<file path="src/rtl/bus_port_pkg.sv">
// Shared types and constants for the per-terminal bus port: destination ID,
// saturating statistics counter and FIFO occupancy states.
package bus_port_pkg;

   localparam int ID_W = 8;

   typedef logic [ID_W-1:0] dest_id_t;
   typedef logic [15:0]     stat_cnt_t;

   localparam dest_id_t  BROADCAST = 8'hFF;
   localparam stat_cnt_t STAT_MAX  = 16'hFFFF;

   typedef enum logic [1:0] {
      OCC_EMPTY   = 2'd0,
      OCC_PARTIAL = 2'd1,
      OCC_FULL    = 2'd2
   } occ_e;

   function automatic stat_cnt_t sat_inc(input stat_cnt_t v);
      return (v == STAT_MAX) ? v : v + 16'd1;
   endfunction

endpackage

</file>
<file path="src/rtl/bus_fifo_core.sv">
// First-word-fall-through FIFO used for both the TX and RX queues of a bus port.
// Head data is read combinationally; full/empty come from a registered occupancy state.
//
// state       | meaning
// OCC_EMPTY   | no entries, head data is don't-care
// OCC_PARTIAL | 1 .. DEPTH-1 entries
// OCC_FULL    | DEPTH entries, writes only accepted with a same-cycle read
module bus_fifo_core
   import bus_port_pkg::*;
#(
   parameter int WIDTH = 16,
   parameter int DEPTH = 8
) (
   input  logic                     clk,
   input  logic                     reset,
   input  logic                     wr,
   input  logic [WIDTH-1:0]         wr_data,
   output logic                     wr_drop,
   input  logic                     rd,
   output logic [WIDTH-1:0]         rd_data,
   output logic                     full,
   output logic                     empty,
   output logic [$clog2(DEPTH):0]   count
);

   localparam int PW = $clog2(DEPTH);
   localparam int CW = PW + 1;
   localparam logic [CW-1:0] DEPTH_C = CW'(DEPTH);

   logic [WIDTH-1:0] mem [DEPTH];
   logic [PW-1:0]    wr_ptr;
   logic [PW-1:0]    rd_ptr;
   logic [CW-1:0]    cnt_q;
   logic [CW-1:0]    cnt_nxt;
   occ_e             occ_q;
   occ_e             occ_nxt;
   logic             do_wr;
   logic             do_rd;

   // A read frees a slot in the same cycle, so a full FIFO can take a write alongside it.
   assign do_rd   = rd && (occ_q != OCC_EMPTY);
   assign do_wr   = wr && ((occ_q != OCC_FULL) || do_rd);
   assign wr_drop = wr && !do_wr;

   always_comb begin
      cnt_nxt = cnt_q;
      case ({do_wr, do_rd})
         2'b10:   cnt_nxt = cnt_q + CW'(1);
         2'b01:   cnt_nxt = cnt_q - CW'(1);
         default: cnt_nxt = cnt_q;
      endcase
   end

   always_comb begin
      occ_nxt = OCC_PARTIAL;
      if (cnt_nxt == '0) begin
         occ_nxt = OCC_EMPTY;
      end else if (cnt_nxt == DEPTH_C) begin
         occ_nxt = OCC_FULL;
      end
   end

   always_ff @(posedge clk) begin
      if (reset) begin
         wr_ptr <= '0;
         rd_ptr <= '0;
         cnt_q  <= '0;
         occ_q  <= OCC_EMPTY;
      end else begin
         if (do_wr) begin
            wr_ptr <= wr_ptr + PW'(1);
         end
         if (do_rd) begin
            rd_ptr <= rd_ptr + PW'(1);
         end
         cnt_q <= cnt_nxt;
         occ_q <= occ_nxt;
      end
   end

   // Storage is never cleared; a write in a reset cycle is discarded.
   always_ff @(posedge clk) begin
      if (do_wr && !reset) begin
         mem[wr_ptr] <= wr_data;
      end
   end

   assign rd_data = mem[rd_ptr];
   assign full    = (occ_q == OCC_FULL);
   assign empty   = (occ_q == OCC_EMPTY);
   assign count   = cnt_q;

endmodule

</file>
<file path="src/rtl/bus_port_fifo.sv">
// Per-terminal bus port: TX queue toward the arbiter, destination-filtered RX queue
// toward the endpoint. Drop/misroute counters exist only when BUS_PORT_STATS_EN is defined.
module bus_port_fifo
   import bus_port_pkg::*;
#(
   parameter int       pckg_sz   = 16,
   parameter int       depth     = 8,
   parameter dest_id_t id        = 8'h00,
   parameter dest_id_t broadcast = BROADCAST
) (
   input  logic               clk,
   input  logic               reset,
   input  logic               wr_en,
   input  logic [pckg_sz-1:0] wr_data,
   output logic               tx_full,
   output logic               pndng,
   output logic [pckg_sz-1:0] D_pop,
   input  logic               pop,
   input  logic               push,
   input  logic [pckg_sz-1:0] D_push,
   input  logic               rx_rd,
   output logic               rx_valid,
   output logic [pckg_sz-1:0] rx_data,
   output logic [15:0]        tx_ovf_cnt,
   output logic [15:0]        rx_ovf_cnt,
   output logic [15:0]        misroute_cnt
);

   localparam int CW = $clog2(depth) + 1;

   logic          tx_empty;
   logic          tx_drop;
   logic [CW-1:0] tx_count;
   logic          rx_empty;
   logic          rx_full;
   logic          rx_drop;
   logic [CW-1:0] rx_count;
   dest_id_t      rx_dest;
   logic          rx_match;
   logic          rx_wr;
   logic          misroute;
   logic          unused_occ;

   assign rx_dest  = D_push[pckg_sz-1 -: ID_W];
   assign rx_match = (rx_dest == id) || (rx_dest == broadcast);
   assign rx_wr    = push && rx_match;
   assign misroute = push && !rx_match;

   bus_fifo_core #(
      .WIDTH (pckg_sz),
      .DEPTH (depth)
   ) u_tx_fifo (
      .clk     (clk),
      .reset   (reset),
      .wr      (wr_en),
      .wr_data (wr_data),
      .wr_drop (tx_drop),
      .rd      (pop),
      .rd_data (D_pop),
      .full    (tx_full),
      .empty   (tx_empty),
      .count   (tx_count)
   );

   bus_fifo_core #(
      .WIDTH (pckg_sz),
      .DEPTH (depth)
   ) u_rx_fifo (
      .clk     (clk),
      .reset   (reset),
      .wr      (rx_wr),
      .wr_data (D_push),
      .wr_drop (rx_drop),
      .rd      (rx_rd),
      .rd_data (rx_data),
      .full    (rx_full),
      .empty   (rx_empty),
      .count   (rx_count)
   );

   assign pndng      = !tx_empty;
   assign rx_valid   = !rx_empty;
   assign unused_occ = ^{tx_count, rx_count, rx_full};

`ifdef BUS_PORT_STATS_EN
   stat_cnt_t tx_ovf_q;
   stat_cnt_t rx_ovf_q;
   stat_cnt_t misroute_q;

   always_ff @(posedge clk) begin
      if (reset) begin
         tx_ovf_q   <= '0;
         rx_ovf_q   <= '0;
         misroute_q <= '0;
      end else begin
         if (tx_drop) begin
            tx_ovf_q <= sat_inc(tx_ovf_q);
         end
         if (rx_drop) begin
            rx_ovf_q <= sat_inc(rx_ovf_q);
         end
         if (misroute) begin
            misroute_q <= sat_inc(misroute_q);
         end
      end
   end

   assign tx_ovf_cnt   = tx_ovf_q;
   assign rx_ovf_cnt   = rx_ovf_q;
   assign misroute_cnt = misroute_q;
`else
   logic unused_drop;

   assign unused_drop  = ^{tx_drop, rx_drop, misroute};
   assign tx_ovf_cnt   = '0;
   assign rx_ovf_cnt   = '0;
   assign misroute_cnt = '0;
`endif

endmodule

</file>
<file path="config.mk">
export PLATFORM = sky130hd
export DESIGN_NAME = bus_port_fifo
export DESIGN_NICKNAME = d
export VERILOG_FILES = /design/src/rtl/bus_port_pkg.sv /design/src/rtl/bus_fifo_core.sv /design/src/rtl/bus_port_fifo.sv
export SDC_FILE = /design/constraint.sdc
export NUM_CORES = 1
export LEC_CHECK = 0
export ABC_AREA = 1
export BUFFER_PORTS_ARGS = -buffer_cell sky130_fd_sc_hd__buf_2
export CORE_MARGIN = 10
export CORE_UTILIZATION = 50
export DETAILED_ROUTE_END_ITERATION = 12
export GPL_ROUTABILITY_DRIVEN = 0
export HOLD_SLACK_MARGIN = 0.02
export MAX_ROUTING_LAYER = met4
export PLACE_DENSITY = 0.77
export SLEW_MARGIN = 0
export SYNTH_ARGS = -nofsm -noshare
export SYNTH_HDL_FRONTEND = slang
export SYNTH_SLANG_ARGS = --single-unit
</file>
<file path="constraint.sdc">
create_clock -name clk -period 2.8 [get_ports clk]
set_input_delay 0.14 -clock clk [delete_from_list [all_inputs] [get_ports clk]]
set_output_delay 0.14 -clock clk [all_outputs]
set_load 0.05 [all_outputs]
</file>
==> results of run 1 <==
-- power breakdown --
| group | total [uW] | internal, uW | switching (uW) |
|---|---|---|---|
| logic | 2000 | 508 | 1490 |
| clock network | 3720 | 2170 | 1550 |
| registers | 4860 | 4740 | 120 |
| total | 10600 | 7420 | 3160 |
-- kinds of logic (layout without fill, tap and decap cells) --
logic type,Yosys count,count (layout)
and+or+nand+nor,369,369
DFF,286,286
AOI/OAI and AO/OA,217,217
buffers and inverters,131,228
adders and majority gates,11,11
xor gates and xnor gates,4,4
other,1,48
-- Yosys cell counts (all sizes together) --
library cell and count:
edfxtp 256, buf 73, ha 9, xor2 3, dfxtp 30, nor3 4
or2 1, nand4 2, conb 1, a21oi 44, nor2 195, nand2 139
xnor2 1, o21ai 140, inv 38, fa 2, nand3 28, clkbuf 20
a31oi 33
-- area by class of cell --
class | instances | area, sq um
fill | 1804 | 9718
sequential | 286 | 8293
multi-input combinational | 649 | 3027
timing repair buffer | 139 | 963.4
clock buffer | 32 | 737.0
tap | 319 | 399.1
clock inverter | 19 | 185.2
inverter | 38 | 150.1
-- what timing repair did --
action / in CTS / in global routing
hold buffers: 35 / 0
endpoints found under the hold margin: 266 / 0
gates resized for setup: 0 / 1
endpoints found under the setup margin: 0 / 13
-- per-stage QoR --
| stage | power [uW] | worst slack [ps] |
|---|---|---|
| floorplan | 6488 | 594.4 |
| global placement | 6844 | 702.3 |
| detailed placement | 6894 | 625.8 |
| CTS | 10600 | 58.91 |
| global route | 11000 | 43.93 |
| finish | 10580 | 171.6 |
-- how the worst max path moves through the flow --
stage,endpoint,slack (ps),cells past startpoint
after global routing,D_pop[10],40,7
after CTS,rx_data[12],60,5
after detailed placement,u_rx_fifo.occ_q[1],630,13
after floorplan,u_rx_fifo.occ_q[1],590,11
final,D_pop[0],170,5
after global placement,u_rx_fifo.occ_q[1],700,13
-- worst reg2reg max path, delay by kind of cell (launching register included) --
family                     cells  cell delay [ps]
DFF                            1              310
buffers and inverters          3              220
AOI/OAI and AO/OA              2              280
xor gates and xnor gates       1              160
and+or+nand+nor                5              490
adders and majority gates      2              640
-- routing by layer --
layer / track usage, % / up-vias / part of all wire, %
met5: - / - / 0
met4: 4.952 / 0 / 2.1
met3: 3.835 / 48 / 7.8
met2: 27.91 / 320 / 50
met1: 19.38 / 3695 / 40
li1: - / 3719 / -
-- sequential cells by signal (all words and copies together) (netlist names), named ones only --
name              flops
u_rx_fifo.count       4
u_tx_fifo.count       4
u_tx_fifo.occ_q       2
u_rx_fifo.wr_ptr      3
u_rx_fifo.mem       128
u_rx_fifo.occ_q       2
u_rx_fifo.rd_ptr      3
u_tx_fifo.mem       128
u_tx_fifo.wr_ptr      3
u_tx_fifo.rd_ptr      3
==> impl_results.md, run 1 <==
* Final Skew at 8.990 ps
* Routed len/inst at 17.33 um
* # diodes at 0
* Syn Area/Cell at 11.69 sq um
* Area delta synth->final at 15.50%
* Critical Path Source Type: flop
* Min-delay src: pop
* Share of layout cells above drive strength 1 at 15.65%
* DIE AREA at 30390 sq um
* Nature of the critical path endpoint: primary output
* Clock buffer depth at 3
* First-pass GRT wire length at 39850 um
* Post-synthesis instance total at 1019
* Nets at 1191
* Crit path buffers/inverters at 2
* Vias/cell at 5.251
* Simple-gate share of the synthesized area at 12.70%
* GRT Total Usage at 16.55%
* Port Buffers at 72
* Worst skew pair latency at 530 ps
* TNS Setup at 0 ps
* Endpoints failing hold at 0
* DRT antenna net count at 0
* R2R cell count at 13
* Period utilization at 93.87%
* Rel. slew slack at 50.12%
* Max-Cap Viols at 0
* Num CTS Buffers at 28
* Post-synthesis compound-gate area fraction at 9.624%
* Crit path max-delay family: buffers and inverters
* CP arrival at 2490 ps
* Iter 0 DRT Violations at 595
* Hold path cells at 4
* Die X at 174.3 um
* Hold Slack at 78.34 ps
* Synth area leaders: edfxtp_1 (65%), nor2_1 (6.1%), dfxtp_1 (5.0%), nand2_1 (4.1%), buf_4 (4.0%)
* Largest family of logic cells by synthesized area: simple AND/OR/NAND/NOR gates
* Cell taking the most area after synthesis: edfxtp_1
* Non-Filler Instances at 1482
* Dpl cells at 1396
* PwrDens at 768.9 nW/um^2
* Drt first pass iters at 5
* Outcome: finished clean
* Share of the synthesized area in the top cell type at 64.55%
* Reg2Reg Launch Point: u_rx_fifo.occ_q[0]
* H-tree depth at 1
* Unrepaired setup endpoints after global routing: false
* Lkg Pwr at 0.005085 uW
* Register bit count reported by yosys at 286
* Worst stage delay on the critical path at 580 ps
* Mapped cell area at 11910 sq um
* Final Util at 58.60%
* Largest net degree at the start of global routing at 51
* Vias at 7782
* Vias in the first global route at 7572
* Register area share after synthesis at 69.59%
* Commonest non-fill, non-tap cell in the layout: edfxtp_1
* Peak supply drop at 0.6629 mV
* Yosys warns at 0
* Yosys cell types at 32
* Grt total ovfl at 0
* DP Area at 12480 sq um
* Die height at 174.3 um
* Worst setup path category: reg -> out
* Finished Cell Area at 13750 sq um
* Required time of the worst setup path at 2660 ps
* Sink Count at 286
* # Post-CTS Setup Buffers at 0
* Slew @ Worst Pin at 747.4 ps
* CTS clock-pin slew for the worst setup and hold paths at 60 ps
* Final Critical Period at 2628 ps
* Post-synthesis mux area share at 0%
* Worst reg2reg endpoint: u_rx_fifo.occ_q[1]
* Worst hold-check path type: in -> reg
* Core Area at 23470 sq um
* Ports at 121
* Final setup fails at 0
* Fin. max-slew vios at 0
* XOR/XNOR share of the synthesized area at 0.2942%
* Post-Synth Adder-Cell Area at 1.282%
* Crit-path slowest cell: dfxtp_1
* Worst-path cell chain: inv_2, nor2_1, o21ai_1, a31oi_1, buf_2
* Residual DRC count at 0
* Most frequent cells in the layout: edfxtp_1 (256), nor2_1 (193), nand2_1 (131), o21ai_1 (79), buf_2 (72)
* CTS root buffer: clkbuf_16
* CTS tree: built
* Max Fanout on Critical Path at 32
* Starting Density at 50.74%
* Initial antenna violation count at 0
* Row Count at 56
* Max Fclk at 380.5 MHz
* R2R setup slack at 640 ps
* HPWL after detailed placement at 14860 um
* Routed WL at 25680 um
Power figures use the tool's default switching activity.
==> inputs of run 2 (changes only) <==
--- a/config.mk
+++ b/config.mk
@@ -5,8 +5,8 @@
 export SDC_FILE = /design/constraint.sdc
 export NUM_CORES = 1
 export LEC_CHECK = 0
-export ABC_AREA = 1
-export BUFFER_PORTS_ARGS = -buffer_cell sky130_fd_sc_hd__buf_2
+export ABC_AREA = 0
+export BUFFER_PORTS_ARGS = -buffer_cell sky130_fd_sc_hd__clkbuf_2
 export CORE_MARGIN = 10
 export CORE_UTILIZATION = 50
 export DETAILED_ROUTE_END_ITERATION = 12
==> run 2 against run 1 <==
Against the previous run: wire length shrank 11%; via count shrank 27%; hold slack lost 8.5 ps; global-route usage shrank 0.95 points; clock power grew 9.7%; core utilization grew 1.9 points; critical path type is now in -> reg; largest cell class unchanged; largest power group unchanged; highest routed layer unchanged.
==> impl_results.md, run 2 <==
* Post-synthesis instance total at 590 (was 1019)
* Most frequent cell after synthesis: edfxtp_1 (unchanged)
* Clock share of power at 41.0% (was 35.2%)
* Area delta synth->final at 18.28% (was 15.50%)
* Post-synth top cells: edfxtp_1 (256), mux4_1 (56), buf_4 (48), mux2_2 (32), nor2_1 (32) (was edfxtp_1 (256), nor2_1 (193), nand2_1 (131), o21ai_1 (79), buf_4 (64))
* HPWL after detailed placement at 14300 um (was 14860 um)
* Max Fclk at 377.2 MHz (was 380.5 MHz)
* Commonest non-fill, non-tap cell in the layout: edfxtp_1 (unchanged)
* First-pass GRT wire length at 35670 um (was 39850 um)
* Nature of the critical path endpoint: flop (was primary output)
* Vias in the first global route at 6077 (was 7572)
* Starting Density at 51.19% (was 50.74%)
* CTS root buffer: clkbuf_16 (unchanged)
* Final Critical Period at 2651 ps (was 2628 ps)
* Num CTS Buffers at 29 (was 28)
* Crit-path slowest cell: dlygate4sd3_1 (was dfxtp_1)
* Setup crit end: u_rx_fifo.count[3] (was D_pop[0])
* H-tree depth at 1 (unchanged)
* Combinational power share at 11.1% (was 18.9%)
* Register area share after synthesis at 70.87% (was 69.59%)
* Worst hold-check path type: in -> reg (unchanged)
* Crit path buffers/inverters at 3 (was 2)
* Share of the synthesized area in the top cell type at 65.73% (was 64.55%)
* Vias at 5645 (was 7782)
* Nets at 778 (was 1191)
* Share of layout cells above drive strength 1 at 27.56% (was 15.65%)
* Period utilization at 94.68% (was 93.87%)
* Routed len/inst at 21.53 um (was 17.33 um)
* Yosys cell types at 42 (was 32)
* Cell taking the most area after synthesis: edfxtp_1 (unchanged)
* Max Fanout on Critical Path at 10 (was 32)
* Lkg Pwr at 0.004812 uW (was 0.005085 uW)
* FFs w/ async S/R, synth at 0% (unchanged)
* Hold Slack at 69.82 ps (was 78.34 ps)
* Mapped cell area at 11690 sq um (was 11910 sq um)
* Sw frac at 23.18% (was 29.88%)
* Clock buffer depth at 3 (unchanged)
* Initial antenna violation count at 1 (was 0)
* Final setup fails at 0 (unchanged)
* Required time of the worst setup path at 3220 ps (was 2660 ps)
* R2R setup slack at 320 ps (was 640 ps)
* Cell depth of the worst setup path at 13 (was 5)
* Die X at 172.9 um (was 174.3 um)
* PwrDens at 717.8 nW/um^2 (was 768.9 nW/um^2)
* Most used cell, CP: ha_1
* Routed WL at 22930 um (was 25680 um)
* Worst reg2reg endpoint: u_rx_fifo.count[3] (was u_rx_fifo.occ_q[1])
* Total power at 9930 uW (was 10580 uW)
* Outcome: finished clean (unchanged)
* Worst skew pair latency at 530 ps (about the same)
* Most used DFF post-synth: edfxtp_1 (unchanged)
* Ports at 121 (unchanged)
* Iter 0 DRT Violations at 358 (was 595)
* GRT Total Usage at 15.59% (was 16.55%)
* Syn Area/Cell at 19.82 sq um (was 11.69 sq um)
* CTS tree: built (unchanged)
* Final Skew at 15.08 ps (was 8.990 ps)
* Register bit count reported by yosys at 286 (unchanged)
* Grt total ovfl at 0 (unchanged)
* Biggest registers after layout: u_rx_fifo.mem: 128 flops, u_tx_fifo.mem: 128 flops (unchanged)
* Max-Cap Viols at 0 (unchanged)
* Fin. max-slew vios at 0 (unchanged)
* Rel. slew slack at 62.70% (was 50.12%)
* CTS clock-pin slew for the worst setup and hold paths at 60 ps (about the same)
* Yosys warns at 0 (unchanged)
* DIE AREA at 29910 sq um (was 30390 sq um)
* Unrepaired setup endpoints after global routing: true (was false)
* Largest net degree at the start of global routing at 33 (was 51)
* Die height at 172.9 um (was 174.3 um)
* Worst-path cell chain: dlygate4sd3_1, clkbuf_2, nor4_2, nand2_1, a21oi_4, inv_1, ha_1, ha_1, a21o_1, a21oi_1, mux2i_1, xor2_1, nor2_1 (was inv_2, nor2_1, o21ai_1, a31oi_1, buf_2)
* Core Area at 22850 sq um (was 23470 sq um)
* DRT antenna net count at 0 (unchanged)
* Sink Count at 286 (unchanged)
* Peak supply drop at 0.6890 mV (was 0.6629 mV)
* Sw Pwr at 2302 uW (was 3161 uW)
* Worst setup path category: in -> reg (was reg -> out)
* Reg2Reg Launch Point: u_rx_fifo.occ_q[1] (was u_rx_fifo.occ_q[0])
* Sequential share of power at 47.8% (was 45.9%)
* Critical Path Source Type: input port (was flop)
* Port Buffers at 72 (unchanged)
* Drt first pass iters at 6 (was 5)
* Vias/cell at 5.300 (was 5.251)
* EDFF count, synth at 256 (unchanged)
* CP arrival at 3070 ps (was 2490 ps)
* Residual DRC count at 0 (unchanged)
* Crit path from: D_push[12]
* Most frequent cells in the layout: edfxtp_1 (256), clkbuf_2 (71), mux4_1 (56), conb_1 (48) (was edfxtp_1 (256), nor2_1 (193), nand2_1 (131), o21ai_1 (79), buf_2 (72))
* R2R cell count at 12 (was 13)
* Row Count at 55 (was 56)
* Crit path max-delay family: buffers and inverters (unchanged)
* Int Pwr at 7628 uW (was 7416 uW)
* Synth area leaders: edfxtp_1 (66%), mux4_1 (13%), dfxtp_1 (5.1%), buf_4 (3.1%), mux2_2 (3.1%) (was edfxtp_1 (65%), nor2_1 (6.1%), dfxtp_1 (5.0%), nand2_1 (4.1%), buf_4 (4.0%))
* Worst stage delay on the critical path at 550 ps (was 580 ps)
* Endpoints failing hold at 0 (unchanged)
* Slew @ Worst Pin at 559.5 ps (was 747.4 ps)
==> run 2: layer usage <==
| metal | part of all wire (%) | GRT usage, % | vias up |
|---|---|---|---|
| met4 | 2.0 | 3.845 | 0 |
| met3 | 3.8 | 2.527 | 36 |
| met1 | 38 | 16.80 | 2914 |
| li1 | - | - | 2581 |
| met2 | 56 | 29.22 | 114 |
| met5 | 0 | - | - |
==> run 2: timing repair <==
item,4_1_cts,5_1_grt
hold buffers,32,0
endpoints found under the setup margin,0,7
endpoints found under the hold margin,256,0
buffers inserted,0,0
gates resized for setup,0,3
==> run 2: worst min path at each step <==
stage | startpoint | end | slack, ps | cells after the start
after floorplan | D_push[0] | u_rx_fifo.mem[0][0] | 240 | 0
after global placement | wr_data[3] | u_tx_fifo.mem[3][3] | 390 | 1
after detailed placement | D_push[6] | u_rx_fifo.mem[5][6] | 410 | 1
after CTS | pop | flop | 60 | 4
after global routing | pop | flop | 100 | 4
final | pop | flop | 70 | 4
==> run 2: cells by family after synthesis <==
family                     after synthesis  share of synthesized area (%)
DFF                                    286                          70.87
muxes                                  102                          17.72
buffers and inverters                   82                          4.718
and+or+nand+nor                         77                          3.317
AOI/OAI and AO/OA                       19                          1.145
xor gates and xnor gates                12                         0.8987
adders and majority gates               11                          1.305
other                                    1                        0.03207
==> run 2: per-stage QoR <==
stage	cell area (sq um)	util, %	setup WS (ps)	instances	setup TNS (ps)
detailed placement	12480	54.62	179.5	979	0
CTS	13820	60.49	55.17	1064	0
floorplan	11890	-	-232.0	637	-12130
finish	13830	60.55	149.0	1065	0
global placement	12480	54.62	274.5	979	0
global route	13830	60.55	-34.64	1065	-55.91
==> run 2: power by group through the flow <==
stage	sequential [uW]	combinational (uW)	clock, uW
5_1_grt	4750	1180	4320
3_5_place_dp	4840	1070	0
3_3_place_gp	4830	1020	0
6_report	4750	1100	4080
2_1_floorplan	4830	905	0
4_1_cts	4750	1110	4160
==> run 2: worst register-to-register path, stage by stage (launching register included) <==
cell	delay (ps)
dfxtp_1	320
inv_1	40
o31ai_1	390
buf_4	210
a21oi_4	60
inv_1	70
ha_1	210
ha_1	250
a21o_1	150
a21oi_1	170
mux2i_1	230
xor2_1	210
nor2_1	60
==> run 2: final cells by class <==
class                   instances  area [sq um]
fillers                      1616          9014
flip-flops and latches        286          8288
multi-input cells             269          3124
repair buffers                134         972.2
clock buffers                  32         737.0
well taps                     313         391.6
clock inverters                21         284.0
inverters                       9         33.78
diodes                          1         2.502
